`config.mk`:
```
export PLATFORM = sky130hd
export DESIGN_NAME = mac_core_param
export DESIGN_NICKNAME = d
export VERILOG_FILES = /design/src/rtl/mac_core_param.sv
export SDC_FILE = /design/constraint.sdc
export NUM_CORES = 1
export LEC_CHECK = 0
export BUFFER_PORTS_ARGS = -buffer_cell sky130_fd_sc_hd__buf_4
export CAP_MARGIN = 10
export CELL_PAD_IN_SITES_DETAIL_PLACEMENT = 1
export CELL_PAD_IN_SITES_GLOBAL_PLACEMENT = 2
export CORE_MARGIN = 5
export CORE_UTILIZATION = 29
export DETAILED_ROUTE_END_ITERATION = 8
export MAX_ROUTING_LAYER = met4
export PLACE_DENSITY = 0.59
export SETUP_SLACK_MARGIN = 0.1
export SLEW_MARGIN = 20
export SYNTH_ARGS = -nofsm -noshare
export SYNTH_HDL_FRONTEND = slang
export SYNTH_SLANG_ARGS = --single-unit
```
`constraint.sdc`:
```
create_clock -name clk -period 15.15 [get_ports clk]
set_input_delay 1.515 -clock clk [delete_from_list [all_inputs] [get_ports clk]]
set_output_delay 1.515 -clock clk [all_outputs]
set_load 0.05 [all_outputs]
```
`src/rtl/mac_core_param.sv`:
```
// Parametrised multiply-accumulate core: 2-stage pipeline (multiply, accumulate)
// over NUM_ACC accumulators, with saturation, sticky overflow and a back-pressured result port.
module mac_core_param #(
  parameter int unsigned DATA_W  = 8,
  parameter int unsigned ACC_W   = 24,
  parameter int unsigned NUM_ACC = 4,
  parameter bit          SAT_EN  = 1'b1,
  localparam int unsigned SEL_W  = $clog2(NUM_ACC)
) (
  input  logic               clk,
  input  logic               rst,
  input  logic               in_valid,
  output logic               in_ready,
  input  logic [2:0]         opcode,
  input  logic [SEL_W-1:0]   acc_sel,
  input  logic [DATA_W-1:0]  op_a,
  input  logic [DATA_W-1:0]  op_b,
  input  logic               signed_mode,
  output logic               out_valid,
  input  logic               out_ready,
  output logic [ACC_W-1:0]   out_data,
  output logic [SEL_W-1:0]   out_sel,
  output logic [NUM_ACC-1:0] ovf_flag,
  output logic [1:0]         state_dbg
);

  localparam int unsigned PROD_W = 2 * DATA_W;

  localparam logic [2:0] OP_LOAD  = 3'b001;
  localparam logic [2:0] OP_MAC   = 3'b010;
  localparam logic [2:0] OP_MSUB  = 3'b011;
  localparam logic [2:0] OP_CLEAR = 3'b100;
  localparam logic [2:0] OP_READ  = 3'b101;
  localparam logic [2:0] OP_RDCLR = 3'b110;

  typedef enum logic [1:0] {ST_IDLE = 2'd0, ST_RUN = 2'd1, ST_STALL = 2'd2} state_t;

  logic [ACC_W-1:0]  acc [NUM_ACC];

  logic              s1_valid, s2_valid;
  logic [2:0]        s1_op, s2_op;
  logic [SEL_W-1:0]  s1_sel, s2_sel;
  logic [ACC_W-1:0]  s1_val, s2_val;

  logic [PROD_W-1:0] prod_u;
  logic [PROD_W-1:0] prod_s;
  logic [ACC_W-1:0]  cmd_val;

  logic [ACC_W-1:0]  acc_cur;
  logic [ACC_W:0]    acc_ext, val_ext, sum;
  logic              ovf;
  logic [ACC_W-1:0]  sat_val;
  logic              acc_wr, flag_set, flag_clr, rd;
  logic [ACC_W-1:0]  acc_nxt;
  logic              stall;

  // S1 operand: extended op_a for LOAD, otherwise the extended product
  assign prod_u = PROD_W'(op_a) * PROD_W'(op_b);
  assign prod_s = {{DATA_W{op_a[DATA_W-1]}}, op_a} * {{DATA_W{op_b[DATA_W-1]}}, op_b};

  always_comb begin
    cmd_val = '0;
    if (opcode == OP_LOAD) begin
      cmd_val = signed_mode ? {{(ACC_W-DATA_W){op_a[DATA_W-1]}}, op_a} : ACC_W'(op_a);
    end else begin
      cmd_val = signed_mode ? {{(ACC_W-PROD_W){prod_s[PROD_W-1]}}, prod_s} : ACC_W'(prod_u);
    end
  end

  // S2 arithmetic at ACC_W+1 bits; overflow when the two top bits disagree
  assign acc_cur = acc[s2_sel];
  assign acc_ext = {acc_cur[ACC_W-1], acc_cur};
  assign val_ext = {s2_val[ACC_W-1], s2_val};
  assign sum     = (s2_op == OP_MSUB) ? acc_ext - val_ext : acc_ext + val_ext;
  assign ovf     = sum[ACC_W] != sum[ACC_W-1];
  assign sat_val = sum[ACC_W] ? {1'b1, {(ACC_W-1){1'b0}}} : {1'b0, {(ACC_W-1){1'b1}}};

  always_comb begin
    acc_wr   = 1'b0;
    acc_nxt  = acc_cur;
    flag_set = 1'b0;
    flag_clr = 1'b0;
    rd       = 1'b0;
    if (s2_valid) begin
      case (s2_op)
        OP_LOAD:  begin acc_wr = 1'b1; acc_nxt = s2_val; flag_clr = 1'b1; end
        OP_MAC, OP_MSUB: begin
          acc_wr   = 1'b1;
          acc_nxt  = (ovf && SAT_EN) ? sat_val : sum[ACC_W-1:0];
          flag_set = ovf;
        end
        OP_CLEAR: begin acc_wr = 1'b1; acc_nxt = '0; flag_clr = 1'b1; end
        OP_READ:  rd = 1'b1;
        OP_RDCLR: begin rd = 1'b1; acc_wr = 1'b1; acc_nxt = '0; flag_clr = 1'b1; end
        default:  ;
      endcase
    end
  end

  // A pending result that cannot drain blocks the READ in S2, freezing the whole core
  assign stall    = s2_valid && (s2_op == OP_READ || s2_op == OP_RDCLR) && out_valid && !out_ready;
  assign in_ready = !stall;

  always_comb begin
    if (stall)                               state_dbg = ST_STALL;
    else if (s1_valid || s2_valid || out_valid) state_dbg = ST_RUN;
    else                                     state_dbg = ST_IDLE;
  end

  always_ff @(posedge clk or posedge rst) begin
    if (rst) begin
      for (int unsigned k = 0; k < NUM_ACC; k++) acc[k] <= '0;
      ovf_flag  <= '0;
      out_valid <= 1'b0;
      out_data  <= '0;
      out_sel   <= '0;
      s1_valid  <= 1'b0;
      s1_op     <= '0;
      s1_sel    <= '0;
      s1_val    <= '0;
      s2_valid  <= 1'b0;
      s2_op     <= '0;
      s2_sel    <= '0;
      s2_val    <= '0;
    end else if (!stall) begin
      if (acc_wr) acc[s2_sel] <= acc_nxt;
      if (flag_clr)      ovf_flag[s2_sel] <= 1'b0;
      else if (flag_set) ovf_flag[s2_sel] <= 1'b1;

      if (rd) begin
        out_valid <= 1'b1;
        out_data  <= acc_cur;
        out_sel   <= s2_sel;
      end else if (out_ready) begin
        out_valid <= 1'b0;
      end

      s2_valid <= s1_valid;
      s2_op    <= s1_op;
      s2_sel   <= s1_sel;
      s2_val   <= s1_val;

      s1_valid <= in_valid;
      s1_op    <= opcode;
      s1_sel   <= acc_sel;
      s1_val   <= cmd_val;
    end
  end

endmodule

```
# Yosys cells after proc, flatten, opt, wreduce, memory -nomap -nowiden
# Cells that the tools add are included.
[op_classes]
n_reduce_logical = 21
bitwise_logic = 5
mux = 30
n_mul = 2
magnitude_cmp = 4
eq_ne = 8
addsub = 2
[ops]
columns = ["op", "count"]
rows = [
  ["$mux 24", 9],
  ["$bwmux 96", 1],
  ["$pmux 24 s3", 1],
  ["$bmux 24 s2", 1],
  ["$demux 24 s2", 1],
  ["$mul 8x8->16", 2],
  ["$add 24x24->25", 1],
  ["$mux 25", 1],
  ["$sub 24x24->25", 1],
  ["$mux 1", 12],
  ["$eq 3x3->1 const B", 3],
  ["$mux 4", 2],
  ["$reduce_and 2->1", 4],
  ["$eq 3x1->1 const B", 2],
  ["$eq 3x2->1 const B", 2],
  ["$reduce_or 2->1", 3],
  ["$logic_and 1x1->1", 5],
  ["$reduce_or 5->1", 1],
  ["$and 4x4->4", 1],
  ["$not 4->4", 1],
  ["$or 4x4->4", 1],
  ["$reduce_bool 2->1", 2],
  ["$ge 3x3->1 const B", 1],
  ["$logic_or 1x1->1", 3],
  ["other kinds (10)", 11],
]
[totals]
inputBits = 26
elab_cells = 88
ff_bits = 187
output_inout_bits = 34

# Depth between registers and ports, before layout
[depth]
word_depth = 11
mapped_depth = 23
depth_no_buf = 22

# Worst setup path before layout
# No wires, ideal clock.
[synth_timing]
kind = "input-to-reg"
startpoint = "input op_b[7]"
endpoint = "register s1_val[14]"
setup_slack_ns = 9.342
stages = 17
t_required_ns = 15.028
arrival_ns = 5.686
setup_time_ns = 0.122
path_cell_list = "clkbuf_1 clkinv_1 nor2_1 fa_1 fa_1 fa_1 inv_1 fa_1 inv_1 ha_1 or3_1 o21ai_0 a21oi_1 a21o_1 a21oi_1 mux2i_1 a32o_1"
[synth_via]
elab_chain_len = 3
[synth_rtl]
columns = ["item", "line", "source"]
rows = [
  ["from (decl)", "17", "input logic [DATA_W-1:0] op_b,"],
  ["$mul 8x8->16 (on tied branches)", "58, 59", ""],
  ["$mux 24 (*)", "66", "cmd_val = signed_mode ? {{(ACC_W-PROD_W){prod_s[PROD_W-1]}}, prod_s} : ACC_W'(prod_u);"],
  ["$mux 24 (*)", "63", "if (opcode == OP_LOAD) begin"],
  ["to (signal assigned)", "146", "s1_val <= cmd_val;"],
  ["to (decl)", "43", "logic [ACC_W-1:0] s1_val, s2_val;"],
]
# Every way passes the cells marked *; elsewhere a longest branch is shown, timed or not.
# A chain may end at the register's enable or synchronous reset.

# Worst setup path in the final report
[layout_timing]
startpoint = "input op_a[1]"
endpoint = "register s1_val[14]"
[layout_via]
elab_chain_len = 3
[layout_rtl]
columns = ["item", "line", "source"]
rows = [
  ["from (decl)", "16", "input logic [DATA_W-1:0] op_a,"],
  ["$mul 8x8->16 (on tied branches)", "58, 59", ""],
  ["$mux 24 (*)", "66", ""],
  ["$mux 24 (*)", "63", ""],
]
# Marks and branches as above.

==> metrics.md <==
| Metric | Value |
|---|---|
| Largest stage delay, worst path | 570 ps |
| Sequential-to-total area share from yosys stat | 31.8% |
| Worst path cell trace | buf_4 -> and2_1 -> fa_1 -> fa_1 -> inv_1 -> fa_1 -> fa_1 -> inv_1 -> ha_1 -> nor2b_1 -> o21ai_0 -> a21boi_0 -> o21ai_0 -> a21oi_1 -> a21o_1 -> a21oi_1 -> mux2i_1 -> a32o_1 |
| Status | finished, final reports clean |
| EDFF count, synth | 0 |
| Largest cells by area after synthesis | dfrtp_1 32%, fa_1 13%, ha_1 7.6%, nand2_1 5.7%, inv_1 4.4% |
| Peak Freq | 176 MHz |
| CP bufs+invs | 3 |
| Critical path arrival | 6040 ps |
| Via count | 10,400 |
| GRT Overall Usage | 17.5% |
| Fill count | 5,360 |
| CP dominant cell by count | fa_1 |
| Die height | 227 µm |
| Vias in the first global route | 11,300 |
| Final core utilization | 32.8% |
| Mean routed wirelength per cell | 19.9 µm |
| Switching portion of total power | 48.6% |
| Post-synth top cells | 206 x nand2_1, 173 x dfrtp_1, 161 x inv_1, 141 x nor2_1, 86 x fa_1 |
| YS warnings | 0 |
| Yosys top cell by area | dfrtp_1 |
| CTS clk-pin slew, worst paths | 70 ps |
| FF+latch area | 4330 µm² |
| Tcrit/Tclk final | 37.6% |
| Fin crit period | 5700 ps |
| Placed instance count | 2,093 |
| CTS Buffer Depth | 2 |
| Ys flop type | dfrtp_1 |
| Setup TNS | 0 ps |
| Slowest-stage cell, CP | fa_1 |
| Worst-margin pin slew | 1060 ps |
| Max Slew Vio Count | 0 |
| CTS sink cnt | 173 |
| Layout cells sized above 1 | 13.2% |
| Worst setup path startpoint | op_a[1] |
| Core area | 46,600 µm² |
| Synth top area share | 31.8% |
| Area Overhead vs Synth | 12.0% |
| ANT nets after route | 0 |
| Min-delay src | s1_op[2] |
| RSZ-0062 raised after global routing | no |
| Total global routing overflow | 0 |
| WL final | 42,200 µm |
| Std-Cell Rows | 79 |
| Most frequent cell after synthesis | nand2_1 |
| Number of synthesized register bits | 173 |
| Die W | 227 µm |
| Hold Fails Final Rpt | 0 |
| Leakage power | 6.89 nW |
| First-pass GRT wire length | 67,400 µm |
| TritonCTS clock tree | yes |
| I/O Buffers | 59 |
| Setup crit start kind | primary input |
| Comb pwr share | 63.4% |
| Int Power | 1.70 mW |
| Initial Utilization | 29.3% |
| Mapped cell area | 13,600 µm² |
| Clock Latency Late Sink | 470 ps |
| CTS buffer count | 17 |
| Net load switching power | 1.61 mW |
| Setup Skew | 18.0 ps |
| Non-Filler Instances | 2,125 |
| Initial drt markers | 378 |
| Cts hold-fix bufs | 0 |
| Hold Crit Class | reg -> reg |
| Postcts setup bufs | 0 |
| N_diodes | 0 |
| Final Instance Area | 15,300 µm² |
| Multi-input logic area | 8430 µm² |
| Pwr Density | 217 nW/µm² |
| RR Startpoint | s2_val[2] |
| Clock network fraction of total power | 12.9% |
| Die ar. | 51,400 µm² |
| Post-Syn Nets | 1,676 |
| Synth cell types | 73 |
| Largest net degree at the start of global routing | 109 |
| Maxcap violations | 0 |
| IO Pins | 60 |
| Post-synthesis average cell area | 9.20 µm² |
| Reg power frac | 23.7% |
| Relative slew slack | 29.3% |
| Vias per inst | 4.87 |
| RD Place Congestion | 0.794 |
| CTS resizes | 0 |
| CP Data Required Time | 15,500 ps |
| CP max FO | 10 |
| Clk root buf | clkbuf_16 |
| Peak VDD IR | 0.000127 V |
| Antenna violations before repair | 0 |
| Cell family with the largest share of critical-path delay | adder cells |
| Pre-antenna DRT Iters | 5 |
| Htree depth | 4 |
| Ys async rst share | 100% |
| Gate Count Post-Synth | 1,481 |
| Final-report setup violation count | 0 |
| DRC viols | 0 |
| Placed Area | 14,700 µm² |
| Final Net Count | 1,700 |
| Hpwl dp | 31,600 µm |
| CP Capture Type | flop |
| Setup CP Type | in -> reg |
## worst paths after layout
| kind | endpoint | slack, ps | cells past startpoint |
|---|---|---|---|
| min | s1_op[2] | 470 | 2 |
| min reg2reg | s1_op[2] | 470 | 2 |
| min in group asynchronous | out_data[17] | 1160 | 2 |
| max reg2reg | acc[26] | 9550 | 17 |
| max | s1_val[14] | 9450 | 18 |
| max in group asynchronous | s2_sel[1] | 12560 | 3 |
## cells in the final DEF, fill, tap and decap left out, drive strengths merged, types with 10 or more instances in the layout
cell type  netlist  layout
a31oi           18      18
and2            44      44
mux4            24      24
inv            161     167
o21a            11      11
xor2            19      19
nand2          206     206
clkbuf          59      20
nand3           16      16
nand2b          11      11
fa              86      86
nor2           141     141
xnor2           41      41
buf             12      76
o22ai           40      40
o21ai           77      77
nor3            13      13
mux2            42      42
a21o            10      10
ha              83      83
dfrtp          173     173
a21oi           72      72
## per-stage QoR
step / hold slack, ps / worst slack (ps) / total power [mW]
6_report: 466 / 9450 / 3.31
3_3_place_gp: 449 / 9030 / 2.90
3_5_place_dp: 456 / 8930 / 2.92
2_1_floorplan: 430 / 8950 / 2.34
4_1_cts: 473 / 9420 / 3.37
5_1_grt: 499 / 9010 / 3.62
## power groups by stage
stage                     Clock (mW)  Combinational [mW]  Sequential (mW)
after global routing           0.461                2.35            0.811
after global placement             0                2.11            0.791
after detailed placement           0                2.13            0.795
final                          0.428                2.10            0.785
after CTS                      0.445                2.14            0.787
after floorplan                    0                1.47            0.871
## state kept, by name (all words and copies together) (netlist names), named ones only
register	cells
s1_val	17
s2_op	3
s2_val	17
s2_valid	1
out_data	24
s1_op	3
s2_sel	2
out_sel	2
acc	96
s1_sel	2
out_valid	1
s1_valid	1
## layout make-up
class                           count  area share (%)
Multi-Input combinational cell   1074            55.2
Sequential cell                   173            28.4
Tap cell                          607            4.97
Inverter                          163            4.06
Timing Repair Buffer               76            3.74
Clock buffer                       20            2.99
Clock inverter                     12           0.672
## worst min-delay path, cell delays in order, from the launching register on
cell,delay [ps]
dfrtp_1,340
nand2_1,50
nand2_1,50
## routing by layer
| layer | track usage, % | up-vias | part of all wire, % |
|---|---|---|---|
| met5 | - | - | 0 |
| met4 | 3.22 | 0 | 0.81 |
| met3 | 2.18 | 16 | 1.5 |
| met2 | 30.0 | 80 | 51 |
| met1 | 22.5 | 5221 | 47 |
| li1 | - | 5035 | - |
## logic make-up (layout without fill, tap and decap cells)
kind of cell / after synthesis / in the layout / synth area share [%]
multiplexers: 70 / 70 / 7.73
buffers and inverters: 234 / 271 / 6.60
adder cells (fa/ha/maj): 176 / 176 / 20.8
AND/OR/NAND/NOR: 478 / 478 / 15.8
flip-flops: 173 / 173 / 31.8
AO/OA/AOI/OAI: 290 / 290 / 13.2
XOR/XNOR: 60 / 60 / 4.10
(Power assumes the default switching activity.)
